[src/rtl/sys_link_host.sv]
// rtl/sys_link_host.sv - host side of the two-wire sys link: frames a byte onto one, waits for ack on two
module sys_link_host #(
    parameter int BIT_CYCLES  = 4,
    parameter int ACK_TIMEOUT = 16,
    parameter int SYNC_STAGES = 2
) (
    input  logic       clk,
    input  logic       rst_n,
    input  logic [7:0] tx_data,
    input  logic       tx_valid,
    output logic       tx_ready,
    output logic       one,
    input  logic       two,
    output logic       done,
    output logic       ack_ok,
    output logic       timeout
);

    localparam int CW = $clog2(BIT_CYCLES + 1);
    localparam int WW = $clog2(ACK_TIMEOUT + 1);
    localparam logic [CW-1:0] CYC_LAST  = CW'(BIT_CYCLES - 1);
    localparam logic [WW-1:0] WAIT_LAST = WW'(ACK_TIMEOUT - 1);

    typedef enum logic [2:0] {
        S_IDLE,
        S_START,
        S_DATA,
        S_STOP,
        S_WAIT_ACK,
        S_RESP
    } state_t;

    state_t state, state_next;

    logic [SYNC_STAGES-1:0] sync_q;
    logic                   sync_two;

    logic [CW-1:0] cyc, cyc_next;
    logic [2:0]    bit_cnt, bit_cnt_next;
    logic [WW-1:0] wait_cnt, wait_cnt_next;
    logic [7:0]    shreg, shreg_next;
    logic          bit_end;

    logic one_next, done_next, ack_next, timeout_next, ready_next;

    assign sync_two = sync_q[SYNC_STAGES-1];
    assign bit_end  = (cyc == CYC_LAST);

    // Bring the asynchronous ack line into the clk domain
    always_ff @(posedge clk or negedge rst_n) begin
        if (!rst_n) begin
            sync_q <= '0;
        end else begin
            sync_q <= {sync_q[SYNC_STAGES-2:0], two};
        end
    end

    // State register
    always_ff @(posedge clk or negedge rst_n) begin
        if (!rst_n) begin
            state <= S_IDLE;
        end else begin
            state <= state_next;
        end
    end

    // Next state, counters, shifter and next values of the registered outputs
    always_comb begin
        state_next    = state;
        cyc_next      = cyc;
        bit_cnt_next  = bit_cnt;
        wait_cnt_next = wait_cnt;
        shreg_next    = shreg;
        done_next     = 1'b0;
        ack_next      = 1'b0;
        timeout_next  = 1'b0;

        case (state)
            S_IDLE: begin
                cyc_next = '0;
                if (tx_valid && tx_ready) begin
                    shreg_next   = tx_data;
                    bit_cnt_next = 3'd0;
                    state_next   = S_START;
                end
            end
            S_START: begin
                if (bit_end) begin
                    cyc_next     = '0;
                    bit_cnt_next = 3'd0;
                    state_next   = S_DATA;
                end else begin
                    cyc_next = cyc + CW'(1);
                end
            end
            S_DATA: begin
                if (bit_end) begin
                    cyc_next   = '0;
                    shreg_next = {shreg[6:0], 1'b0};
                    if (bit_cnt == 3'd7) begin
                        state_next = S_STOP;
                    end else begin
                        bit_cnt_next = bit_cnt + 3'd1;
                    end
                end else begin
                    cyc_next = cyc + CW'(1);
                end
            end
            S_STOP: begin
                if (bit_end) begin
                    cyc_next      = '0;
                    wait_cnt_next = '0;
                    state_next    = S_WAIT_ACK;
                end else begin
                    cyc_next = cyc + CW'(1);
                end
            end
            S_WAIT_ACK: begin
                // An ack on the final wait cycle still counts as an ack
                if (sync_two) begin
                    state_next = S_RESP;
                    done_next  = 1'b1;
                    ack_next   = 1'b1;
                end else if (wait_cnt == WAIT_LAST) begin
                    state_next   = S_RESP;
                    done_next    = 1'b1;
                    timeout_next = 1'b1;
                end else begin
                    wait_cnt_next = wait_cnt + WW'(1);
                end
            end
            S_RESP: begin
                state_next = S_IDLE;
            end
            default: begin
                state_next = S_IDLE;
            end
        endcase

        // The line follows the current state one cycle later, so an accept
        // shows on one at the following edge
        case (state)
            S_START: one_next = 1'b0;
            S_DATA:  one_next = shreg[7];
            default: one_next = 1'b1;
        endcase

        ready_next = (state_next == S_IDLE);
    end

    // Datapath registers and registered outputs
    always_ff @(posedge clk or negedge rst_n) begin
        if (!rst_n) begin
            cyc      <= '0;
            bit_cnt  <= 3'd0;
            wait_cnt <= '0;
            shreg    <= 8'd0;
            one      <= 1'b1;
            tx_ready <= 1'b1;
            done     <= 1'b0;
            ack_ok   <= 1'b0;
            timeout  <= 1'b0;
        end else begin
            cyc      <= cyc_next;
            bit_cnt  <= bit_cnt_next;
            wait_cnt <= wait_cnt_next;
            shreg    <= shreg_next;
            one      <= one_next;
            tx_ready <= ready_next;
            done     <= done_next;
            ack_ok   <= ack_next;
            timeout  <= timeout_next;
        end
    end

endmodule

[config.mk]
export PLATFORM = sky130hd
export DESIGN_NAME = sys_link_host
export DESIGN_NICKNAME = d
export VERILOG_FILES = /design/src/rtl/sys_link_host.sv
export SDC_FILE = /design/constraint.sdc
export NUM_CORES = 1
export LEC_CHECK = 0
export CAP_MARGIN = 20
export CORE_ASPECT_RATIO = 0.7
export CORE_MARGIN = 2
export CORE_UTILIZATION = 55
export DETAILED_ROUTE_END_ITERATION = 12
export GPL_ROUTABILITY_DRIVEN = 0
export GPL_TIMING_DRIVEN = 0
export PLACE_DENSITY = 0.79
export SLEW_MARGIN = 20
export SYNTH_ARGS = -nofsm -noshare
export SYNTH_HDL_FRONTEND = slang
export SYNTH_SLANG_ARGS = --single-unit
[constraint.sdc]
create_clock -name clk -period 4.4 [get_ports clk]
set_input_delay 0.66 -clock clk [delete_from_list [all_inputs] [get_ports clk]]
set_output_delay 0.66 -clock clk [all_outputs]
set_load 0.02 [all_outputs]
# Word-level counts from Yosys, hierarchy flattened
# Index checks and enable logic that the tools add are counted.
# W data, S select, Z words.
# totals
reg_bits	29
wordCells	69
# op_classes
add_sub_neg	3
n_eq_ne	14
muxes	30
n_reduce_logical	11
# ops
op	n
$mux W3	12
$mux W8	2
$pmux W8 S2	1
$mux W5	3
$pmux W3 S5	1
$ne A2 B2 Y1 const B	7
$pmux W5 S2	1
$eq A3 B2 Y1 const B	3
$pmux W3 S3	1
$mux W1	7
$add A3 B1 Y3 const B	2
$eq A3 B3 Y1 const B	2
$logic_not A3 Y1	2
$pmux W3 S2	1
$reduce_bool A2 Y1	3
$add A5 B1 Y5 const B	1
$eq A5 B4 Y1 const B	1
$reduce_and A5 Y1	1
$reduce_and A4 Y1	1
$eq A3 B1 Y1 const B	1
$reduce_and A3 Y1	1
$reduce_bool A3 Y1	1
$reduce_or A3 Y1	1
$pmux W1 S2	1
$logic_and A1 B1 Y1	1

# Longest topological paths before layout
# logic_depth
ltp_word	5
mapped_depth	7
mapped_depth_nobuf	7

# Worst setup path after synthesis
# No wires, ideal clock.
# synth_path
kind	reg-to-reg
startpoint	register wait_cnt[0]
endpoint	register wait_cnt[3]
setup_ps	78
arrival_ps	1777
setup_slack_ps	2545
path_stages_with_launch	8
period_less_slack_ps	1855
path_cell_list	dfrtp_1 -> ha_1 -> and3_1 -> ha_1 -> nor2_1 -> o22ai_1 -> or4_1 -> a21boi_1
# synth_via
elab_chain_cells	4
word_cells_on_any_way	7
# synth_lines
item	line	rtl
from (decl)	40	logic [WW-1:0] wait_cnt, wait_cnt_next;
from (signal assigned)	166	wait_cnt <= wait_cnt_next;
$add A5 B1 Y5	129	wait_cnt_next = wait_cnt + WW'(1);
$mux W5	124	end else if (wait_cnt == WAIT_LAST) begin
$mux W5	120	if (sync_two) begin
$pmux W5 S2	78	case (state)
# Several ways; a longest one is shown, not always the timed one. The select of a mux whose other input is x is not followed.
# A chain may end at the register's enable or synchronous reset.

# Worst setup path after layout
# layout_path
startpoint	register tx_ready
endpoint	output tx_ready
# layout_rtl
item	line	rtl
from (decl)	11	output logic tx_ready,
from (signal assigned)	169	tx_ready <= ready_next;
# No word-level cell between the ends.

==> report_table.html <==
<table>
<tr><th>Metric</th><th>Value</th></tr>
<tr><th colspan="2">Power and ir drop</th></tr>
<tr><td>Worst ir drop on vdd</td><td>0.362 mV</td></tr>
<tr><td>P_leak</td><td>0.000751 uW</td></tr>
<tr><td>Power per cell area</td><td>551 mW/mm2</td></tr>
<tr><th colspan="2">Global route</th></tr>
<tr><td>First-pass GRT wire length</td><td>4620 um</td></tr>
<tr><td>Largest net degree at the start of global routing</td><td>30</td></tr>
<tr><td>Number of global-route vias before repair</td><td>1014</td></tr>
<tr><td>Overflow left after global routing</td><td>0</td></tr>
<tr><td>Total global-route track usage</td><td>21.9%</td></tr>
<tr><td>Number of antenna violations at the first check in global routing</td><td>0</td></tr>
<tr><th colspan="2">Logic synthesis</th></tr>
<tr><td>Simple-gate area share of the yosys netlist</td><td>17.5%</td></tr>
<tr><td>Commonest cells in the netlist</td><td>sky130_fd_sc_hd__dfrtp_1, sky130_fd_sc_hd__inv_1, sky130_fd_sc_hd__nand2_1</td></tr>
<tr><td>Complex-gate fraction of the synthesized area</td><td>14.6%</td></tr>
<tr><td>Post-synth EDFFs</td><td>0</td></tr>
<tr><td>Cell area after synthesis</td><td>0.00135 mm2</td></tr>
<tr><td>Fraction of synthesized cell area taken by the top area cell type</td><td>50.1%</td></tr>
<tr><td>Post-Syn Area per Cell</td><td>10.4 um2</td></tr>
<tr><td>Sequential cell area fraction in the yosys report</td><td>54.0%</td></tr>
<tr><td>Dominant combinational cell family by area after synthesis</td><td>simple AND/OR/NAND/NOR gates</td></tr>
<tr><td>Syn nets</td><td>146</td></tr>
<tr><td>Async set-or-reset flop fraction in the synthesized netlist</td><td>100%</td></tr>
<tr><td>Unique masters post-synth</td><td>38</td></tr>
<tr><td>Xor and xnor area share after synthesis</td><td>0.650%</td></tr>
<tr><td>Adder-cell share of the synthesized area</td><td>4.64%</td></tr>
<tr><td>Most area-hungry cell type in the Yosys netlist</td><td>sky130_fd_sc_hd__dfrtp_1</td></tr>
<tr><td>Synthesized instance count</td><td>129</td></tr>
<tr><td>Most common cell in the synthesized netlist</td><td>sky130_fd_sc_hd__dfrtp_1</td></tr>
<tr><td>Count of yosys warnings during synthesis</td><td>0</td></tr>
<tr><td>Mux cell area share after synthesis</td><td>3.99%</td></tr>
<tr><td>#FFs+latches synth</td><td>29</td></tr>
<tr><td>Top cells by area in the synthesized netlist</td><td>sky130_fd_sc_hd__dfrtp_1, sky130_fd_sc_hd__ha_1, sky130_fd_sc_hd__dfstp_2, sky130_fd_sc_hd__o22ai_1, sky130_fd_sc_hd__a21oi_1</td></tr>
<tr><td>Flip-flop cell with the highest count after synthesis</td><td>sky130_fd_sc_hd__dfrtp_1</td></tr>
<tr><th colspan="2">STA</th></tr>
<tr><td>Worst Max-Slew Pin Slew</td><td>0.612 ns</td></tr>
<tr><td>Final Max Slew Viols</td><td>0</td></tr>
<tr><td>Hold Fails Final Rpt</td><td>0</td></tr>
<tr><td>RSZ-0062 raised after global routing</td><td>no</td></tr>
<tr><td>Part of the cycle the worst path needs</td><td>48.3%</td></tr>
<tr><td>Slew Limit Headroom</td><td>59.2%</td></tr>
<tr><td>Minimum hold slack</td><td>0.330 ns</td></tr>
<tr><td>Worst Skew</td><td>0.00631 ns</td></tr>
<tr><td>Max Clk Rate</td><td>0.470 GHz</td></tr>
<tr><td>Final critical-path required period</td><td>2.13 ns</td></tr>
<tr><td>Worst Slack Setup Final</td><td>2.27 ns</td></tr>
<tr><td>Post-Route Setup TNS</td><td>0 ns</td></tr>
<tr><td>Final setup fails</td><td>0</td></tr>
<tr><th colspan="2">Placement</th></tr>
<tr><td>Setup Slack @ Placement</td><td>2.33 ns</td></tr>
<tr><td>Number of port buffers</td><td>16</td></tr>
<tr><td>Detail Placement HPWL</td><td>1870 um</td></tr>
<tr><td>Placed Instances</td><td>177</td></tr>
<tr><th colspan="2">Cells and area</th></tr>
<tr><td># diodes</td><td>0</td></tr>
<tr><td>Final Instance Count excl. Fillers</td><td>185</td></tr>
<tr><td>Fraction of final layout cells with drive strength greater than 1</td><td>11.1%</td></tr>
<tr><td>Filler instances</td><td>175</td></tr>
<tr><td>Post-layout net count</td><td>169</td></tr>
<tr><td>Area growth syn-to-layout</td><td>19.7%</td></tr>
<tr><td>Final core utilization</td><td>72.5%</td></tr>
<tr><th colspan="2">Worst setup path</th></tr>
<tr><td>Path depth of the worst reg2reg path</td><td>7</td></tr>
<tr><td>Critical Path End Type</td><td>primary output</td></tr>
<tr><td>Top cell family by delay on the critical path</td><td>buffers and inverters</td></tr>
<tr><td>Critical Path Fanout Max</td><td>2</td></tr>
<tr><td>Number of buffers and inverters on the critical path</td><td>1</td></tr>
<tr><td>CP Depth</td><td>1</td></tr>
<tr><td>Type of the worst setup path</td><td>reg -&gt; out</td></tr>
<tr><td>Cell breakdown of the critical path</td><td>clkdlybuf4s50_1</td></tr>
<tr><td>Worst reg2reg startpoint</td><td>wait_cnt[0]</td></tr>
<tr><td>CP Launch Type</td><td>flip-flop</td></tr>
<tr><td>Data arrival time at the worst-slack endpoint</td><td>1.47 ns</td></tr>
<tr><td>Endpoint of the worst register-to-register path</td><td>wait_cnt[3]</td></tr>
<tr><td>Worst stage delay on the critical path</td><td>0.60 ns</td></tr>
<tr><td>Timing startpoint of the critical path</td><td>tx_ready</td></tr>
<tr><td>Reg-to-reg setup timing slack</td><td>2.34 ns</td></tr>
<tr><td>Worst path slowest cell</td><td>sky130_fd_sc_hd__clkdlybuf4s50_1</td></tr>
<tr><td>Required @ worst endpoint</td><td>3.74 ns</td></tr>
<tr><th colspan="2">Clocking</th></tr>
<tr><td># clock sinks</td><td>29</td></tr>
<tr><td>TritonCTS buffer count</td><td>5</td></tr>
<tr><td>Number of instances resized during post-cts repair</td><td>0</td></tr>
<tr><td>Max H-tree Level</td><td>2</td></tr>
<tr><td>Post CTS Setup Buffer Count</td><td>0</td></tr>
<tr><td>Cell at the root of the clock tree</td><td>sky130_fd_sc_hd__clkbuf_4</td></tr>
<tr><td>Deepest clock path buffer count</td><td>2</td></tr>
<tr><td>Clock input transition at the sequential cells of the worst setup and hold paths</td><td>0.09 ns</td></tr>
<tr><td>CTS tree</td><td>yes</td></tr>
<tr><td>Clock network latency to the later pin of the worst-skew pair</td><td>0.33 ns</td></tr>
<tr><td>Hold buffer count at CTS</td><td>0</td></tr>
<tr><th colspan="2">Status</th></tr>
<tr><td>Status</td><td>finished, final reports clean</td></tr>
<tr><th colspan="2">Min path</th></tr>
<tr><td>Class of the most critical hold timing path</td><td>in -&gt; async</td></tr>
<tr><th colspan="2">Floorplan</th></tr>
<tr><td>Initial Utilization</td><td>60.6%</td></tr>
<tr><td>X dimension of the die</td><td>63.2 um</td></tr>
<tr><td>Height of the die</td><td>45.4 um</td></tr>
<tr><td># rows</td><td>14</td></tr>
<tr><td>Core area</td><td>0.00222 mm2</td></tr>
<tr><td>Floorplan die area</td><td>0.00287 mm2</td></tr>
<tr><td>Boundary Pins</td><td>17</td></tr>
<tr><th colspan="2">Routing</th></tr>
<tr><td>Avg Vias per Cell</td><td>5.53</td></tr>
<tr><td>Routed len/inst</td><td>13.7 um</td></tr>
<tr><td>Total iterations of the first detailed-routing run</td><td>4</td></tr>
<tr><td>Number of DRC markers after the initial detailed-route iteration</td><td>41</td></tr>
<tr><td>Via count</td><td>1023</td></tr>
<tr><td>Total length of routed wires</td><td>2530 um</td></tr>
<tr><td>DRC violations left</td><td>0</td></tr>
<tr><td>Remaining number of nets flagged by the antenna check after routing</td><td>0</td></tr>
<tr><th colspan="2">Flow run</th></tr>
<tr><td>Max capacitance violation total</td><td>0</td></tr>
</table>
[layout by cell type, fill, tap and decap left out, types with 3 or more instances in the layout]
cell type                         count
sky130_fd_sc_hd__clkbuf_1             5
sky130_fd_sc_hd__ha_1                 5
sky130_fd_sc_hd__clkbuf_4             5
sky130_fd_sc_hd__inv_1                9
sky130_fd_sc_hd__clkdlybuf4s50_1     15
sky130_fd_sc_hd__mux2_2               3
sky130_fd_sc_hd__nor3b_1              5
sky130_fd_sc_hd__o21ai_0              5
sky130_fd_sc_hd__dfrtp_1             27
sky130_fd_sc_hd__o22ai_1              8
sky130_fd_sc_hd__nor2_1               8
sky130_fd_sc_hd__a21oi_1              8
sky130_fd_sc_hd__nand3_1              3
sky130_fd_sc_hd__nand2_1              9
sky130_fd_sc_hd__buf_2                3
sky130_fd_sc_hd__and2_1               3
[sequential cells by signal, indices dropped and copies added, names as in the netlist]
signal    count
timeout       1
bit_cnt       3
done          1
one           1
sync_q        2
tx_ready      1
cyc           3
wait_cnt      5
state         3
shreg         8
ack_ok        1
[metal layers]
metal  wire length, um  track usage (%)  up-vias  share of wire (%)
li1                  -                -      503                  -
met1              1150             26.7      487                 45
met2              1180             37.2       25                 47
met3               148             6.19        8                5.9
met4                54             10.7        0                2.1
met5                 0                0        -                  0
[power breakdown]
| part | internal (uW) | switching, uW | total, uW | leakage (uW) |
|---|---|---|---|---|
| registers | 360 | 51.5 | 412 | 0.000364 |
| logic | 139 | 153 | 292 | 0.000345 |
| clock network | 92.4 | 91.8 | 184 | 0.0000413 |
| total | 592 | 296 | 888 | 0.000751 |
[metrics by stage]
step,total power [uW],area [um2]
after global placement,690,1550
after detailed placement,714,1540
final,888,1610
after global routing,958,1610
after floorplan,620,1350
after CTS,897,1610
[cells by family (layout without fill, tap and decap cells)]
kind of cell,Yosys count,count (layout)
compound gates,31,31
xor+xnor,1,1
fa+ha+maj,5,5
buf+inv,16,40
flops,29,29
mux,5,5
simple gates,42,42
[final cells by class]
cell class	count	area (um2)	share of cell area [%]
inverter	9	33.8	2.09
clock buffer	7	65.1	4.03
multi-input combinational	84	557	34.5
tap	32	40.0	2.48
buffer	7	28.8	1.78
sequential	29	728	45.2
clock inverter	1	5.00	0.310
timing repair buffer	16	155	9.62
[worst max path at each step]
| stage | end | slack, ns |
|---|---|---|
| after global placement | wait_cnt[0] | 2.29 |
| after detailed placement | bit_cnt[0] | 2.33 |
| final | tx_ready | 2.27 |
| after floorplan | wait_cnt[3] | 2.55 |
| after global routing | wait_cnt[3] | 2.21 |
| after CTS | tx_ready | 2.26 |
Power figures use the tool's default switching activity.
